**config.mk**
```make
export PLATFORM = sky130hd
export DESIGN_NAME = flag_branch_unit
export DESIGN_NICKNAME = d
export VERILOG_FILES = /design/src/rtl/flag_branch_unit.sv
export SDC_FILE = /design/constraint.sdc
export NUM_CORES = 1
export LEC_CHECK = 0
export ABC_AREA = 1
export BUFFER_PORTS_ARGS = -buffer_cell sky130_fd_sc_hd__buf_2
export CELL_PAD_IN_SITES_DETAIL_PLACEMENT = 0
export CELL_PAD_IN_SITES_GLOBAL_PLACEMENT = 2
export CORE_UTILIZATION = 31
export DETAILED_ROUTE_END_ITERATION = 8
export PLACE_DENSITY = 0.91
export SYNTH_ARGS = -nofsm -noshare
export SYNTH_HDL_FRONTEND = slang
export SYNTH_SLANG_ARGS = --single-unit
```
**constraint.sdc**
```tcl
create_clock -name clk -period 3.1 [get_ports clk]
set_input_delay 0.62 -clock clk [delete_from_list [all_inputs] [get_ports clk]]
set_output_delay 0.62 -clock clk [all_outputs]
set_load 0.02 [all_outputs]
```
**src/rtl/flag_branch_unit.sv**
```systemverilog
// Flag register and conditional-branch resolver between EX and fetch.
// Define FLAG_FWD_EN to resolve flag hazards by forwarding instead of stalling.
module flag_branch_unit #(
   parameter int DW  = 16,
   parameter int CCW = 3
) (
   input  logic           clk,
   input  logic           rst_n,
   input  logic           stall,
   input  logic           flush,
   input  logic           alu_valid,
   input  logic [3:0]     alu_opcode,
   input  logic [2:0]     alu_flags,
   input  logic           br_valid,
   input  logic [CCW-1:0] br_cond,
   input  logic [DW-1:0]  br_target,
   input  logic [DW-1:0]  pc_plus2,
   output logic [2:0]     flags_q,
   output logic           hazard_stall,
   output logic           br_done,
   output logic           br_taken,
   output logic [DW-1:0]  next_pc
);

   typedef enum logic {
      S_IDLE,
      S_WAIT_FLAGS
   } state_t;

   localparam logic [CCW-1:0] CC_NE = CCW'(0);
   localparam logic [CCW-1:0] CC_EQ = CCW'(1);
   localparam logic [CCW-1:0] CC_GT = CCW'(2);
   localparam logic [CCW-1:0] CC_LT = CCW'(3);
   localparam logic [CCW-1:0] CC_GE = CCW'(4);
   localparam logic [CCW-1:0] CC_LE = CCW'(5);
   localparam logic [CCW-1:0] CC_OV = CCW'(6);

   state_t          r_state;
   logic [2:0]      r_flags;
   logic            r_br_done;
   logic            r_br_taken;
   logic [DW-1:0]   r_next_pc;
   logic [CCW-1:0]  r_cap_cond;
   logic [DW-1:0]   r_cap_target;
   logic [DW-1:0]   r_cap_pc;

   logic            w_writes_z;
   logic            w_writes_vn;
   logic [2:0]      w_flags_next;
   logic            w_hazard;
   logic            w_defer;
   logic [2:0]      w_eval_flags;
   logic [CCW-1:0]  w_eval_cond;
   logic [DW-1:0]   w_eval_target;
   logic [DW-1:0]   w_eval_pc;
   logic            w_taken;

   // Flags are {Z, V, N}; GE reduces to Z | !N.
   function automatic logic cond_met(input logic [CCW-1:0] cond, input logic [2:0] f);
      case (cond)
         CC_NE:   return !f[2];
         CC_EQ:   return f[2];
         CC_GT:   return !f[2] && !f[0];
         CC_LT:   return f[0];
         CC_GE:   return f[2] || (!f[2] && !f[0]);
         CC_LE:   return f[0] || f[2];
         CC_OV:   return f[1];
         default: return 1'b1;
      endcase
   endfunction

   always_comb begin
      // NOTE: every signal assigned here gets a default first, so no path can infer a latch.
      w_writes_z  = 1'b0;
      w_writes_vn = 1'b0;
      case (alu_opcode)
         4'b0000, 4'b0001: begin
            w_writes_z  = 1'b1;
            w_writes_vn = 1'b1;
         end
         4'b0010, 4'b0100, 4'b0101, 4'b0110: w_writes_z = 1'b1;
         default: ;
      endcase

      w_flags_next = r_flags;
      if (alu_valid) begin
         if (w_writes_z)  w_flags_next[2]   = alu_flags[2];
         if (w_writes_vn) w_flags_next[1:0] = alu_flags[1:0];
      end

      // A flushed branch never waits, so it cannot raise a hazard.
      w_hazard = (r_state == S_IDLE) && br_valid && alu_valid && w_writes_z && !flush;
`ifdef FLAG_FWD_EN
      w_defer      = 1'b0;
      w_eval_flags = w_hazard ? w_flags_next : r_flags;
`else
      w_defer      = w_hazard;
      w_eval_flags = r_flags;
`endif

      if (r_state == S_WAIT_FLAGS) begin
         w_eval_cond   = r_cap_cond;
         w_eval_target = r_cap_target;
         w_eval_pc     = r_cap_pc;
      end else begin
         w_eval_cond   = br_cond;
         w_eval_target = br_target;
         w_eval_pc     = pc_plus2;
      end
      w_taken = cond_met(w_eval_cond, w_eval_flags);
   end

   always_ff @(posedge clk) begin
      if (!rst_n) begin
         r_state      <= S_IDLE;
         r_flags      <= '0;
         r_br_done    <= 1'b0;
         r_br_taken   <= 1'b0;
         r_next_pc    <= '0;
         r_cap_cond   <= '0;
         r_cap_target <= '0;
         r_cap_pc     <= '0;
      end else if (!stall) begin
         // NOTE: sequential state uses non-blocking assignments so every register samples pre-edge values.
         r_flags   <= w_flags_next;
         r_br_done <= 1'b0;
         if (flush) begin
            r_state      <= S_IDLE;
            r_cap_cond   <= '0;
            r_cap_target <= '0;
            r_cap_pc     <= '0;
         end else if (r_state == S_WAIT_FLAGS) begin
            r_br_done  <= 1'b1;
            r_br_taken <= w_taken;
            r_next_pc  <= w_taken ? w_eval_target : w_eval_pc;
            r_state    <= S_IDLE;
         end else if (br_valid && w_defer) begin
            r_cap_cond   <= br_cond;
            r_cap_target <= br_target;
            r_cap_pc     <= pc_plus2;
            r_state      <= S_WAIT_FLAGS;
         end else if (br_valid) begin
            r_br_done  <= 1'b1;
            r_br_taken <= w_taken;
            r_next_pc  <= w_taken ? w_eval_target : w_eval_pc;
         end
      end
   end

   assign flags_q      = r_flags;
   assign hazard_stall = w_defer;
   assign br_done      = r_br_done;
   assign br_taken     = r_br_taken;
   assign next_pc      = r_next_pc;

endmodule

```
==> flow_summary.toml <==
[outcome]
status = "finished with violations"
violations = "DRC"

[clocking]
clock-sinks = 57
root_buffer = "clkbuf_8"
clk_pin_slew_ns = 0.06
cts_tree = "done"
cts_buffer_depth = 2
insertion_delay_ns = 0.33
post_cts_buffers = 0
cts_max_level = 3
cts_made_buffers = 9
cts_hold_buf = 0
cts_resized = 0

[drt]
firstDrtPassIters = 6
drt_iter0_drc = 198
drc = 8
drt.antenna.violating_nets = 0
post_drt_wl_per_cell_um = 14.6
drt-total-wl_um = 8520
via_per_inst = 4.97
routed-via-count = 2901

[logic_synthesis]
synth_xor_area_frac = 0
ys_seq_area_frac = 0.401
yosys.cell_types.count = 20
yosysTopAreaCellShare = 0.401
synth-adder-area-share = 0
syn_area_mm2 = 0.00284
avgSynthCellArea_um2 = 6.80
muxShareOfSynthArea = 0.0563
synthTopCellsByArea = "dfxtp_1, nand2_1, nand3_1, a21oi_1, mux2i_1"
synthCells = 418
synth_top_family_by_area = "simple AND/OR/NAND/NOR gates"
synth-simple-area-share = 0.329
yosysWarnings = 0
synth_nets = 466
synth_seq_cells = 57
synth_compound_area_frac = 0.142
yosys.area.top_type = "dfxtp_1"

[timing]
setup_violations = 0
fmax_ghz = 0.403
worst_pin_slew_ns = 0.808
skew_ns = 0.00554
slew_headroom = 0.460
fin_crit_sh = 0.800
period_needed_ns = 2.48
drv_slew = 0
grt_setup_unrepaired = "false"
final.setup.tns_ns = 0
timing_hold_violations_final = 0

[die]
coreArea_mm2 = 0.00881
initial_core_util = 0.323
pin_count = 70
fp.dieH_um = 97.8
die_x_um = 97.8
row_count = 34
die_area_mm2 = 0.00956

[finish]
drive_gt1_frac = 0.202
seqCellArea_mm2 = 0.00114
diodes = 0
fillers = 981
layout_commonest_cell = "nand2_1"
nets = 521
stdcell_area_mm2 = 0.00338
multi_input_area_mm2 = 0.00150
area_growth_pct = 18.8
layout_common_cells = "nand2_1, buf_2, nand3_1, a21oi_1, dfxtp_1"

[worst_setup_path]
start_kind = "flip-flop"
cp_cell_sequence = "inv_2 > nand2_1 > nand2_1 > inv_1 > nand2_1 > a21oi_4 > nand3_1 > nand2_1 > nor2_1 > nor2_1"
crit_type = "flip-flop to flip-flop"
worstPathRequired_ns = 3.37
crit_path_top_delay_cell = "a21oi_4"
end_kind = "flip-flop"
crit_path_frequent_cell = "nand2_1"
rrSetupSlack_ns = 0.62
critical_path_arrival_ns = 2.75
critPathMaxFanout = 33
cpPeakStageDelay_ns = 0.66

[pwr]
p_switching_w = 0.000420
power_leakage_nw = 1.43
seq_power_share = 0.485
vdd_drop_max_mv = 0.204
combPwrFrac = 0.134
p_int_w = 0.00115
clkPwrFrac = 0.382
netSwitchingFraction = 0.267
power_density_mw_per_mm2 = 465

[global_route]
grt_max_degree = 37
top_usage_layer = "met2"
grt_use_met2 = 0.303
grt_pass1_wl_um = 14000
antenna_found_initial = 0
grt_util_all_layers = 0.184
grt_util_met1 = 0.234
gr-usage-met3 = 0.0558
overflow = 0
grt_pass1_vias = 2797

[hold_path]
hp-class = "flip-flop to flip-flop"

[placement]
dp_hpwl_um = 5510
placed_area_mm2 = 0.00322
place.gp.congestion = 0.761
portBuffers = 69

[flow_run]
max_cap_violations = 0
cell type report:
class / count / area share
Timing Repair Buffer: 74 / 0.113
Multi-Input combinational cell: 316 / 0.444
Sequential cell: 57 / 0.338
Clock buffer: 14 / 0.0481
Tap cell: 108 / 0.0400
Inverter: 15 / 0.0167
cells by family (layout without fill, tap and decap cells):
group	after synthesis	count (layout)
DFF	57	57
buffers and inverters	45	103
and+or+nand+nor	222	222
muxes	16	16
AOI/OAI and AO/OA	78	78
critical path, delay by kind of cell, from the launching register on:
family | cells | cell delay (ns)
and+or+nand+nor | 7 | 0.72
AOI/OAI and AO/OA | 1 | 0.66
buffers and inverters | 2 | 0.38
DFF | 1 | 0.64
registers in the layout, indices dropped and copies added, names as in the netlist:
name          count
br_taken          1
next_pc          16
r_cap_cond        3
flags_q           3
r_state           1
r_cap_target     16
br_done           1
r_cap_pc         16
per-stage QoR:
stage | hold WS, ns | setup slack (ns) | utilization | power [W] | cells
finish | 0.476 | 0.620 | 0.384 | 0.00157 | 584
global route | 0.498 | 0.341 | 0.384 | 0.00165 | 584
detailed placement | 0.466 | 0.644 | 0.365 | 0.000986 | 570
global placement | 0.454 | 0.661 | 0.365 | 0.000985 | 570
floorplan | 0.457 | 1.40 | - | 0.000904 | 418
CTS | 0.476 | 0.626 | 0.384 | 0.00159 | 584
synth_stat cells:
cell type and n:
inv_2 5, dfxtp_1 57, o21ai_0 19, nand3_1 59
mux2i_1 16, nor2_1 38, a21oi_4 1, nor2_4 2
nand3b_1 1, buf_6 1, inv_1 10, buf_2 9
o211ai_1 1, clkbuf_1 15, nand2_2 1, nor3_2 1
buf_1 1, a21oi_1 57, nand2_1 120, buf_4 4
final timing paths:
check,from,to,depth (start not counted)
worst max-delay path,r_state,next_pc[2],10
worst min-delay path,br_done,br_done,2
worst max register to register,r_state,next_pc[2],10
worst min register to register,br_done,br_done,2
per-layer routing:
metal	vias to the layer above	routed length [um]
met3	2	374
met4	0	36
met2	61	4120
li1	1483	-
met1	1355	4000
met5	-	0
power groups by stage:
stage | logic (W) | registers [W] | clock network, W
2_1_floorplan | 0.000114 | 0.000790 | 0
3_3_place_gp | 0.000209 | 0.000776 | 0
3_5_place_dp | 0.000210 | 0.000776 | 0
4_1_cts | 0.000211 | 0.000760 | 0.000623
5_1_grt | 0.000233 | 0.000763 | 0.000652
6_report | 0.000210 | 0.000761 | 0.000599
(Power assumes the default switching activity.)
